==> config.mk <==
export PLATFORM = sky130hd
export DESIGN_NAME = ro_puf_measure_ctrl
export DESIGN_NICKNAME = d
export VERILOG_FILES = /design/src/rtl/ro_puf_pkg.sv /design/src/rtl/ro_phase_timer.sv /design/src/rtl/ro_puf_measure_ctrl.sv
export SDC_FILE = /design/constraint.sdc
export NUM_CORES = 1
export LEC_CHECK = 0
export CAP_MARGIN = 20
export CORE_ASPECT_RATIO = 0.6
export CORE_MARGIN = 3
export CORE_UTILIZATION = 54
export DETAILED_ROUTE_END_ITERATION = 7
export HOLD_SLACK_MARGIN = 0.12
export PLACE_DENSITY = 0.92
export SETUP_SLACK_MARGIN = 0.2
export SLEW_MARGIN = 20
export SYNTH_ARGS = -nofsm -noshare
export SYNTH_HDL_FRONTEND = slang
export SYNTH_SLANG_ARGS = --single-unit
==> constraint.sdc <==
create_clock -name clk -period 3.4 [get_ports clk]
set_input_delay 0.68 -clock clk [delete_from_list [all_inputs] [get_ports clk]]
set_output_delay 0.68 -clock clk [all_outputs]
set_load 0.01 [all_outputs]
==> src/rtl/ro_puf_pkg.sv <==
// Shared types and default timing constants for the RO-PUF measurement controller.
package ro_puf_pkg;

  typedef enum logic [2:0] {
    StIdle,
    StClear,
    StRun,
    StSettle,
    StCapture,
    StDone
  } ro_puf_state_e;

  localparam int unsigned DefCntW          = 16;
  localparam int unsigned DefClearCycles   = 4;
  localparam int unsigned DefWindowCycles  = 1000;
  localparam int unsigned DefSettleCycles  = 4;

endpackage

==> src/rtl/ro_phase_timer.sv <==
// Loadable down-counter shared by the CLEAR, RUN and SETTLE phases; holds at zero.
module ro_phase_timer #(
  parameter int unsigned TMR_W = 16
) (
  input  logic             clk,
  input  logic             reset_n,
  input  logic             load_i,
  input  logic [TMR_W-1:0] load_val_i,
  output logic             zero_o
);

  logic [TMR_W-1:0] cnt_q, cnt_d;

  always_comb begin
    cnt_d = cnt_q;
    if (load_i) begin
      cnt_d = load_val_i;
    end else if (cnt_q != '0) begin
      cnt_d = cnt_q - TMR_W'(1);
    end
  end

  always_ff @(posedge clk or negedge reset_n) begin
    if (!reset_n) begin
      cnt_q <= '0;
    end else begin
      cnt_q <= cnt_d;
    end
  end

  assign zero_o = (cnt_q == '0);

endmodule

==> src/rtl/ro_puf_measure_ctrl.sv <==
// Walks every RO pair through clear/run/settle/capture and assembles the PUF response word.
module ro_puf_measure_ctrl
  import ro_puf_pkg::*;
#(
  parameter int unsigned NUM_PAIRS     = 8,
  parameter int unsigned PAIR_W        = 3,
  parameter int unsigned CNT_W         = DefCntW,
  parameter int unsigned TMR_W         = 16,
  parameter int unsigned CLEAR_CYCLES  = DefClearCycles,
  parameter int unsigned WINDOW_CYCLES = DefWindowCycles,
  parameter int unsigned SETTLE_CYCLES = DefSettleCycles
) (
  input  logic                 clk,
  input  logic                 reset_n,
  input  logic                 start,
  input  logic                 abort,
  input  logic [CNT_W-1:0]     ro0_count,
  input  logic [CNT_W-1:0]     ro1_count,
  output logic [PAIR_W-1:0]    pair_sel,
  output logic                 ro_enable,
  output logic                 ro_cnt_reset_n,
  output logic                 busy,
  output logic                 done,
  output logic [NUM_PAIRS-1:0] response,
  output logic [PAIR_W:0]      tie_count
);

  ro_puf_state_e        state_q, state_d;
  logic [PAIR_W-1:0]    pair_sel_q, pair_sel_d;
  logic [NUM_PAIRS-1:0] response_q, response_d;
  logic [PAIR_W:0]      tie_count_q, tie_count_d;
  logic                 ro_enable_q, ro_enable_d;
  logic                 ro_cnt_reset_n_q, ro_cnt_reset_n_d;
  logic                 busy_q, busy_d;
  logic                 done_q, done_d;

  logic                 timer_load;
  logic [TMR_W-1:0]     timer_load_val;
  logic                 timer_zero;

  ro_phase_timer #(
    .TMR_W (TMR_W)
  ) u_timer (
    .clk        (clk),
    .reset_n    (reset_n),
    .load_i     (timer_load),
    .load_val_i (timer_load_val),
    .zero_o     (timer_zero)
  );

  always_comb begin
    state_d        = state_q;
    pair_sel_d     = pair_sel_q;
    response_d     = response_q;
    tie_count_d    = tie_count_q;
    timer_load     = 1'b0;
    timer_load_val = '0;

    unique case (state_q)
      StIdle: begin
        if (start) begin
          state_d        = StClear;
          pair_sel_d     = '0;
          response_d     = '0;
          tie_count_d    = '0;
          timer_load     = 1'b1;
          timer_load_val = TMR_W'(CLEAR_CYCLES - 1);
        end
      end
      StClear: begin
        if (timer_zero) begin
          state_d        = StRun;
          timer_load     = 1'b1;
          timer_load_val = TMR_W'(WINDOW_CYCLES - 1);
        end
      end
      StRun: begin
        if (timer_zero) begin
          state_d        = StSettle;
          timer_load     = 1'b1;
          timer_load_val = TMR_W'(SETTLE_CYCLES - 1);
        end
      end
      StSettle: begin
        if (timer_zero) begin
          state_d = StCapture;
        end
      end
      StCapture: begin
        response_d[pair_sel_q] = (ro0_count > ro1_count);
        if (ro0_count == ro1_count) begin
          tie_count_d = tie_count_q + (PAIR_W + 1)'(1);
        end
        if (pair_sel_q == PAIR_W'(NUM_PAIRS - 1)) begin
          state_d = StDone;
        end else begin
          state_d        = StClear;
          pair_sel_d     = pair_sel_q + PAIR_W'(1);
          timer_load     = 1'b1;
          timer_load_val = TMR_W'(CLEAR_CYCLES - 1);
        end
      end
      StDone: begin
        state_d = StIdle;
      end
      default: begin
        state_d = StIdle;
      end
    endcase

    // Abort beats start and discards any capture happening this cycle.
    if (abort) begin
      state_d     = StIdle;
      pair_sel_d  = '0;
      response_d  = response_q;
      tie_count_d = tie_count_q;
    end

    // Outputs are decoded from the next state so they register in step with it.
    ro_enable_d      = (state_d == StRun);
    ro_cnt_reset_n_d = (state_d == StRun) || (state_d == StSettle) || (state_d == StCapture);
    busy_d           = (state_d != StIdle);
    done_d           = (state_d == StDone);
  end

  always_ff @(posedge clk or negedge reset_n) begin
    if (!reset_n) begin
      state_q          <= StIdle;
      pair_sel_q       <= '0;
      response_q       <= '0;
      tie_count_q      <= '0;
      ro_enable_q      <= 1'b0;
      ro_cnt_reset_n_q <= 1'b0;
      busy_q           <= 1'b0;
      done_q           <= 1'b0;
    end else begin
      state_q          <= state_d;
      pair_sel_q       <= pair_sel_d;
      response_q       <= response_d;
      tie_count_q      <= tie_count_d;
      ro_enable_q      <= ro_enable_d;
      ro_cnt_reset_n_q <= ro_cnt_reset_n_d;
      busy_q           <= busy_d;
      done_q           <= done_d;
    end
  end

  assign pair_sel       = pair_sel_q;
  assign ro_enable      = ro_enable_q;
  assign ro_cnt_reset_n = ro_cnt_reset_n_q;
  assign busy           = busy_q;
  assign done           = done_q;
  assign response       = response_q;
  assign tie_count      = tie_count_q;

endmodule

==> impl_results.md <==
- Post-synth top cells: dfrtp_1, ha_1, inv_1
- Crit path to: response[2]$_DFFE_PN0P_
- # resized after CTS: 0
- Synth warn: 0
- # setup viols final: 0
- Hold Crit Class: input pin to async pin
- Synth Cell Area: 2386 sq um
- CTS hold repair buffers: 0
- Synth Net Count: between 300 and 400
- IO Count: 55
- Mean number of vias per cell: roughly 5.8
- Synth top area cells: dfrtp_1, ha_1, xnor2_1
- # port buffers: 54
- Setup TNS Final: 0 ps
- Post-layout power: 1.557 mW
- Max-Cap Viols: 0
- Post-route antenna net violation count: 0
- Die width: 91.82 microns
- DP HPWL: 4292 microns
- Clock sinks: 38
- Worst Path Required: 3580 ps
- FP Rows: 18
- Pin count of the biggest net entering global routing: 39
- Clock Tree Root: clkbuf_8
- Max-slew headroom: 0.4479
- Met1 WL: 2800 microns
- Reg2reg setup slack: between 900 and 1000 ps
- CP Launch Point: ro1_count[14]
- Core area: 4189 sq um
- Setup bufs post-CTS: 0
- R2r startpoint: u_timer.cnt_q[12]$_DFFE_PN0P_
- Setup ws final: 795.0 ps
- Post-place setup slack: roughly 470 ps
- DR WL met2: 2465 microns
- Final WL: ~5800 microns
- Flops & latches, synth: 38
- Share of cells above drive strength 1: 0.06250
- Static Leak: 1.391 nW
- Total CTS buffers: 5
- Die height: 57.49 microns
- RSZ-0062 raised after global routing: no
- Routed wl met3: 405 microns
- Final hold vios: 0
- Post-synth EDFFs: 0
- FMAX: 0.3839 GHz
- Top layer reached by signal wires: met4
- Initial antenna violation count: 0
- Dominant cell type by area after synthesis: dfrtp_1
- Area of the multi-input gates: 1323 sq um
- GRT Overall Usage: 0.2388
- Reg2reg path depth: 5
- Fin crit period: 2605 ps
- Max VDD drop: 0.3535 mV
- R2r endpoint: u_timer.cnt_q[13]$_DFFE_PN0P_
- H-tree levels: 2
- Final period util: 0.7662
- GPL Wtd Cong: 0.8396
- Run status: completed
- DR WL/cell: 15.82 microns
- Syn Inst Count: between 200 and 250
- Area Overhead vs Synth: 28.79%
- Sequential fraction of the synthesis area: 0.3985
- Ys async rst share: 1.000
- Filler cell count: 297
- Iter 0 DRT Violations: roughly 130
- Final instance area: about 3000 sq um
- Final net count: 360
- DRC: 0
- Die ar.: between 5000 and 6000 sq um
- CTS Buffer Depth: 2
- Grt ovf: 0
- CTS tree: built
- DR vias: 2,094
- Final core utilization: 0.7336
- Register area: 950.9 sq um
- Setup Crit Path Kind: input pin to register
- First-pass DRT Iterations: 4
- Tightest Pin Transition: 828.2 ps
- Worst-path clk slew: 80 ps
- Starting Density: 0.5696
- CP arrival: 2780 ps
- ANT cells: 0
- Number of global-route vias before repair: between 2,000 and 2,500
- Placed Area: roughly 3000 sq um
- Clock Latency Late Sink: roughly 300 ps
- Slew Limit Fails: 0
- Post-synth cell types: 46
- First-pass GRT wire length: 9949 microns
- Clk_skew: 9.990 ps
- Crit Path Max Fanout: 8
- Mean post-synth cell area: 9.699 sq um
- P per Cell Area: 506.7 nW/um^2
- Top_reg_cell synth: dfrtp_1
- Most frequent cell after synthesis: dfrtp_1
- Top-area cell type share of the netlist area: 0.3985
- Startpoint Class: input pin
- Worst setup EP type: register
## metal layers
layer,track usage,vias up
li1,-,1011
met1,0.3395,1000
met2,0.3562,75
met3,0.05797,8
met4,0.09091,0
met5,0,-
## report_power, final
| part | leakage (nW) | internal (mW) | switching (mW) |
|---|---|---|---|
| combinational | 0.827 | 0.279 | 0.323 |
| sequential | 0.516 | 0.532 | 0.0952 |
| clock | 0.0472 | 0.163 | 0.164 |
| total | 1.39 | 0.974 | 0.583 |
## cell families (layout without fill, tap and decap cells)
family,count (synthesis),after routing,share of synthesized area
fa+ha+maj,21,21,0.1101
compound gates,56,56,0.1636
mux,1,1,0.004195
flops,38,38,0.3985
simple gates,85,85,0.2103
buf+inv,27,85,0.04720
xor+xnor,18,18,0.06607
## state kept, by name (all words and copies together) (netlist names)
| name | count |
|---|---|
| u_timer.cnt_q | 16 |
| response | 8 |
| tie_count | 4 |
| pair_sel | 3 |
| state_q | 3 |
| busy | 1 |
| done | 1 |
| ro_cnt_reset_n | 1 |
| ro_enable | 1 |
## layout by cell type (no fill, tap or decap), types with 2 or more instances in the layout
cell type and n:
and3_1 3, dfrtp_1 38, o41ai_1 7, nor4_1 2, and2_1 2, clkdlybuf4s50_1 53, ha_1 21, nand3_1 8
o311ai_0 2, a2111oi_0 2, a211oi_1 3, nand2_1 13, or3_1 4, buf_4 2, or4_1 3, nand2b_1 5
o21ai_0 12, nor2_1 17, a21boi_0 2, nand4_1 6, nand4b_1 2, o211ai_1 7, a21oi_1 13, nor2b_1 3
nor3_1 7, clkbuf_8 6, inv_1 21, xor2_1 4, a21o_1 3, xnor2_1 14
## critical path, cell delays in order
cell	delay [ps]
clkdlybuf4s50_1	470
inv_1	50
ha_1	280
nand4_1	180
a2111oi_0	450
nor4_1	110
buf_4	190
o41ai_1	380
## through the flow
step / std cells / hold slack [ps]
floorplan: 246 / 384.4
global placement: 356 / 511.8
detailed placement: 356 / 513.1
CTS: 364 / 503.8
global route: 364 / 538.5
finish: 364 / 469.4
## worst min-delay path by stage
stage,cells past startpoint,from,to
6_report,1,reset_n,u_timer.cnt_q[12]$_DFFE_PN0P_
3_3_place_gp,2,response[4]$_DFFE_PN0P_,response[4]$_DFFE_PN0P_
5_1_grt,1,reset_n,u_timer.cnt_q[4]$_DFFE_PN0P_
3_5_place_dp,2,response[6]$_DFFE_PN0P_,response[6]$_DFFE_PN0P_
4_1_cts,1,reset_n,u_timer.cnt_q[12]$_DFFE_PN0P_
2_1_floorplan,0,reset_n,busy$_DFF_PN0_
## final cells by class
class                           instances  share of cell area
Inverter                               21             0.02565
Sequential cell                        38              0.3094
Multi-Input combinational cell        181              0.4304
Clock buffer                            6             0.02687
Clock inverter                          2            0.004072
Tap cell                               60             0.02443
Timing Repair Buffer                   56              0.1792
No activity file was read; power rests on OpenSTA's default activity.
==> RTL change 1 (same settings) <==
The output `done` loses its register stage (`done_q` becomes a continuous assignment).
--- a/src/rtl/ro_puf_measure_ctrl.sv
+++ b/src/rtl/ro_puf_measure_ctrl.sv
@@ -132,7 +132,6 @@
       ro_enable_q      <= 1'b0;
       ro_cnt_reset_n_q <= 1'b0;
       busy_q           <= 1'b0;
-      done_q           <= 1'b0;
     end else begin
       state_q          <= state_d;
       pair_sel_q       <= pair_sel_d;
@@ -141,9 +140,10 @@
       ro_enable_q      <= ro_enable_d;
       ro_cnt_reset_n_q <= ro_cnt_reset_n_d;
       busy_q           <= busy_d;
-      done_q           <= done_d;
     end
   end
+
+  assign done_q = done_d;
 
   assign pair_sel       = pair_sel_q;
   assign ro_enable      = ro_enable_q;
Formal check against the unedited RTL: same outputs for any inputs over 10 cycles, from zero or initial values and one cycle with reset_n low; that may be too few to reach the edited logic, so the function may still have changed.
==> RTL change 1 against the unedited design <==
Combinational power grew 2%. Clock power grew 16%. Critical path depth shrank 5. Die area shrank 0.96%. First-iteration DRC count grew 5.3%. Design area is the same. Setup slack lost 330 ps. Sequential cell count shrank 1. Wire length grew 3.4%. Global-route usage shrank 0.23 points. Power grew 3.4%. Area after synthesis shrank 1.0%. Maximum frequency shrank 11%. Largest cell class unchanged. Highest routed layer unchanged.
==> RTL change 1: results (changes against the unedited design) <==
<table>
<tr><th>Metric</th><th>Value</th></tr>
<tr><th colspan="2">Run status</th></tr>
<tr><td>Status</td><td>completed</td></tr>
<tr><th colspan="2">Logic synthesis</th></tr>
<tr><td>Net count of the mapped netlist</td><td>302 (-0.33%)</td></tr>
<tr><td>Synth top cells by count</td><td>sky130_fd_sc_hd__dfrtp_1 (37), sky130_fd_sc_hd__ha_1 (21), sky130_fd_sc_hd__inv_1 (21), sky130_fd_sc_hd__nor2_1 (17), sky130_fd_sc_hd__xnor2_1 (14)</td></tr>
<tr><td>Cell types occupying the most area after synthesis</td><td>sky130_fd_sc_hd__dfrtp_1 (39%), sky130_fd_sc_hd__ha_1 (11%), sky130_fd_sc_hd__xnor2_1 (5.2%)</td></tr>
<tr><th colspan="2">Setup path</th></tr>
<tr><td>Crit path max-delay cell type</td><td>sky130_fd_sc_hd__dfrtp_1</td></tr>
<tr><td>Critical path fanouts, max</td><td>14 (+6)</td></tr>
<tr><td>Crit path largest cell delay</td><td>650 ps (+180 ps)</td></tr>
<tr><td>Arrival time of the worst setup path</td><td>2250 ps (-530 ps)</td></tr>
<tr><td>Crit path max-delay family</td><td>simple AND/OR/NAND/NOR gates</td></tr>
<tr><td>Critical Path Start</td><td>state_q[2]$_DFF_PN0_</td></tr>
<tr><th colspan="2">Place</th></tr>
<tr><td>HPWL after DPL</td><td>4.48 mm (+4.4%)</td></tr>
<tr><td>Routability congestion estimate</td><td>0.826 (-1.7%)</td></tr>
<tr><th colspan="2">Power and ir drop</th></tr>
<tr><td>IR drop worst, VDD</td><td>0.000464 V (+31%)</td></tr>
<tr><td>Pint</td><td>1.02 mW (+4.9%)</td></tr>
<tr><td>Static leakage power</td><td>1.39 nW (about the same)</td></tr>
<tr><th colspan="2">Global routing</th></tr>
<tr><td>Overall fraction of global-route tracks in use</td><td>0.237 (-0.00225)</td></tr>
<tr><td>Largest net degree at the start of global routing</td><td>38 (-2.6%)</td></tr>
<tr><td>Wire length of the first global-routing pass</td><td>9.80 mm (-1.5%)</td></tr>
<tr><th colspan="2">Timing</th></tr>
<tr><td>Relative slew slack</td><td>0.564 (+0.116)</td></tr>
<tr><td>Hold WS</td><td>536 ps (+66.8 ps)</td></tr>
<tr><th colspan="2">CTS</th></tr>
<tr><td>Number of gates resized after CTS</td><td>0 (unchanged)</td></tr>
<tr><th colspan="2">Cells and area</th></tr>
<tr><td>FILL cells</td><td>252 (-15%)</td></tr>
<tr><td>Share of cells above drive strength 1</td><td>0.0592 (-0.00329)</td></tr>
<tr><th colspan="2">Detailed routing</th></tr>
<tr><td>Number of vias after detailed routing</td><td>2,132 (+1.8%)</td></tr>
<tr><td>Number of detailed-routing iterations run before antenna repair</td><td>5 (+1)</td></tr>
</table>
## RTL change 1: changes by cell type in the layout (fill, tap and decap cells not counted), sizes merged
cell	delta
clkdlybuf4s50	+1
clkinvlp	-1
dfrtp	-1
bufinv	+1
## RTL change 1: cell families after synthesis
family          share of synthesized area
buf+inv                            0.0477
compound gates                      0.165
fa+ha+maj                           0.111
xor+xnor                           0.0668
flops                               0.392
simple gates                        0.213
mux                               0.00424
## RTL change 1: through the flow
step | std cells | worst slack (ps) | area, sq um
3_3_place_gp | 353 | 663 | 2960
3_5_place_dp | 353 | 520 | 2960
5_1_grt | 361 | 319 | 3070
6_report | 361 | 470 | 3070
2_1_floorplan | 245 | 1020 | 2360
4_1_cts | 361 | 493 | 3070
## RTL change 1: layout make-up
class                           count  share of cell area
Inverter                           21              0.0257
Sequential cell                    37               0.301
Timing Repair Buffer               57               0.183
Clock inverter                      2              0.0126
Clock buffer                        6              0.0236
Tap cell                           57              0.0232
Multi-Input combinational cell    181               0.430
## RTL change 1: layer usage
metal  wire length (um)  part of all wire  vias to the layer above  track usage
met4                 84             0.014                        0       0.0858
li1                   -                 -                     1006            -
met2               2620              0.44                      107        0.373
met1               2800              0.47                     1011        0.318
met3                441             0.074                        8       0.0619
met5                  0                 0                        -            0
## RTL change 1: worst reg2reg max path, cell delays in order, from the launching register on
cell	delay [ps]
sky130_fd_sc_hd__dfrtp_1	410
sky130_fd_sc_hd__or4_4	580
sky130_fd_sc_hd__nor4b_4	590
sky130_fd_sc_hd__nand2_4	150
sky130_fd_sc_hd__o31ai_4	470
sky130_fd_sc_hd__o21ba_1	210
## RTL change 1: worst max-delay path by stage
stage | end | depth (start not counted) | slack (ps)
detailed placement | response[3]$_DFFE_PN0P_ | 8 | 520
global placement | tie_count[2]$_DFFE_PN0P_ | 9 | 660
CTS | done | 3 | 490
finish | done | 3 | 470
floorplan | response[0]$_DFFE_PN0P_ | 7 | 1020
global route | done | 3 | 320
## RTL change 1: power groups by stage
stage / Combinational, mW / Sequential [mW] / Clock [mW]
2_1_floorplan: 0.467 / 0.596 / 0
3_3_place_gp: 0.574 / 0.615 / 0
3_5_place_dp: 0.604 / 0.619 / 0
4_1_cts: 0.609 / 0.613 / 0.379
5_1_grt: 0.678 / 0.623 / 0.402
6_report: 0.617 / 0.616 / 0.378
==> RTL change 2 (same flow settings) <==
Without the edit above. Change the parameter `NUM_PAIRS` from 8 to 9.
--- a/src/rtl/ro_puf_measure_ctrl.sv
+++ b/src/rtl/ro_puf_measure_ctrl.sv
@@ -2,7 +2,7 @@
 module ro_puf_measure_ctrl
   import ro_puf_pkg::*;
 #(
-  parameter int unsigned NUM_PAIRS     = 8,
+  parameter int unsigned NUM_PAIRS     = 9,
   parameter int unsigned PAIR_W        = 3,
   parameter int unsigned CNT_W         = DefCntW,
   parameter int unsigned TMR_W         = 16,
Interface: changed (resized response); port bits go from 55 to 56. The function was not compared with the original's and may differ.
==> RTL change 2 against the unedited design <==
Area after synthesis is 3.9% higher. Wire length is 8.0% higher. Critical endpoint is now tie_count[3]$_DFFE_PN0P_. Synthesized cell count is 15% higher. Non-clock buffer count is 3 higher. Largest cell class unchanged. Design area is 3.2% higher. Critical path type unchanged. Largest power group unchanged. Sequential cell count stayed put. Register-to-register slack better by 100 ps. Power is 6.7% higher. Setup slack worse by 19 ps.
==> RTL change 2: results (changes against the unedited design) <==
<table>
<tr><th>Metric</th><th>Value</th></tr>
<tr><th colspan="2">Setup path</th></tr>
<tr><td>Critical Path Start</td><td>ro1_count[15]</td></tr>
<tr><td>Worst reg-to-reg setup slack</td><td>1010 ps (+100 ps)</td></tr>
<tr><td>Worst setup path endpoint</td><td>tie_count[3]$_DFFE_PN0P_</td></tr>
<tr><td>Reg-to-reg startpoint</td><td>state_q[2]$_DFF_PN0_</td></tr>
<tr><td>R2R Path End</td><td>response[3]$_DFFE_PN0P_</td></tr>
<tr><td>Arrival time of the worst setup path</td><td>2850 ps (+70 ps)</td></tr>
<tr><th colspan="2">Timing</th></tr>
<tr><td>Clock Skew</td><td>7.93 ps (-2.06 ps)</td></tr>
<tr><th colspan="2">Logic synthesis</th></tr>
<tr><td>Mean Syn Cell Area</td><td>8.73 sq um (-10%)</td></tr>
<tr><td>Cell types occupying the most area after synthesis</td><td>sky130_fd_sc_hd__dfrtp_1 (38%), sky130_fd_sc_hd__ha_1 (11%), sky130_fd_sc_hd__o21ai_0 (5.5%)</td></tr>
<tr><td>Adder and majority cell fraction of the synthesized area</td><td>0.106 (-0.00411)</td></tr>
<tr><td>Share of the synthesized area in compound gates (AO/OA/AOI/OAI)</td><td>0.139 (-0.0248)</td></tr>
<tr><td>Synth top cells by count</td><td>sky130_fd_sc_hd__dfrtp_1 (38), sky130_fd_sc_hd__nor2_1 (27), sky130_fd_sc_hd__o21ai_0 (27), sky130_fd_sc_hd__inv_1 (23), sky130_fd_sc_hd__ha_1 (21)</td></tr>
<tr><td>Yosys cell types</td><td>44 (-4.3%)</td></tr>
<tr><td>Area share of xor/xnor cells in the synthesized design</td><td>0.0565 (-0.00954)</td></tr>
<tr><th colspan="2">Detailed routing</th></tr>
<tr><td>WL met2</td><td>2.63 mm (+6.6%)</td></tr>
<tr><td>Number of detailed-routing iterations run before antenna repair</td><td>5 (+1)</td></tr>
<tr><td>Wire length the detailed router placed on met1</td><td>3.02 mm (+8.0%)</td></tr>
<tr><td>Average wire per standard cell</td><td>15.8 um (-0.44%)</td></tr>
<tr><th colspan="2">Global routing</th></tr>
<tr><td>Overall fraction of global-route tracks in use</td><td>0.243 (+0.00452)</td></tr>
<tr><td>Fraction of met1 tracks used by global routing</td><td>0.380 (+0.0406)</td></tr>
<tr><td>Via count of the first global-routing pass</td><td>2,028 (-0.98%)</td></tr>
<tr><th colspan="2">Run status</th></tr>
<tr><td>Status</td><td>completed</td></tr>
<tr><th colspan="2">Place</th></tr>
<tr><td>HPWL after DPL</td><td>4.62 mm (+7.7%)</td></tr>
<tr><td>Placement-stage worst setup slack</td><td>527 ps (+53.4 ps)</td></tr>
<tr><th colspan="2">Cells and area</th></tr>
<tr><td>Nets@finish</td><td>391 (+8.6%)</td></tr>
<tr><th colspan="2">Power and ir drop</th></tr>
<tr><td>Static leakage power</td><td>1.43 nW (+2.8%)</td></tr>
</table>
-- RTL change 2: cell types whose count changed after synthesis, moves of 3 or more --
cell,before,now
sky130_fd_sc_hd__o41ai_1,7,0
sky130_fd_sc_hd__nand3_1,8,11
sky130_fd_sc_hd__xor2_1,4,10
sky130_fd_sc_hd__nand3b_1,0,3
sky130_fd_sc_hd__xnor2_1,14,6
sky130_fd_sc_hd__o211ai_1,7,4
sky130_fd_sc_hd__nand2_1,13,16
sky130_fd_sc_hd__nor3_1,7,12
sky130_fd_sc_hd__nand4_1,6,10
sky130_fd_sc_hd__nor2_1,17,27
sky130_fd_sc_hd__o21ai_0,12,27
sky130_fd_sc_hd__clkbuf_1,4,10
sky130_fd_sc_hd__nor2b_1,3,6
sky130_fd_sc_hd__buf_6,1,4
-- RTL change 2: kinds of logic (layout without fill, tap and decap cells) --
logic type                 after synthesis  in the layout
AOI/OAI and AO/OA                       57             57
xor gates and xnor gates                16             16
adders and majority gates               21             21
buffers and inverters                   39             90
DFF                                     38             38
muxes                                    2              2
other                                    1              1
and+or+nand+nor                        110            110
-- RTL change 2: worst max-delay path: cells and delay by family --
kind / cells / cell delay (ps)
adders and majority gates: 1 / 300
and+or+nand+nor: 5 / 1180
buffers and inverters: 3 / 690
-- RTL change 2: where the power goes --
| part | switching [mW] | internal, mW | leakage (nW) |
|---|---|---|---|
| clock network | 0.166 | 0.313 | 0.0714 |
| registers | 0.0900 | 0.536 | 0.516 |
| logic | 0.319 | 0.238 | 0.842 |
| total | 0.576 | 1.09 | 1.43 |
-- RTL change 2: area by class of cell --
type | count | area [sq um]
multi-input combinational | 207 | 1340
sequential | 38 | 951
clock inverter | 2 | 60.1
clock buffer | 6 | 82.6
timing repair buffer | 59 | 573
inverter | 23 | 86.3
tap | 60 | 75.1
fill | 288 | 1080
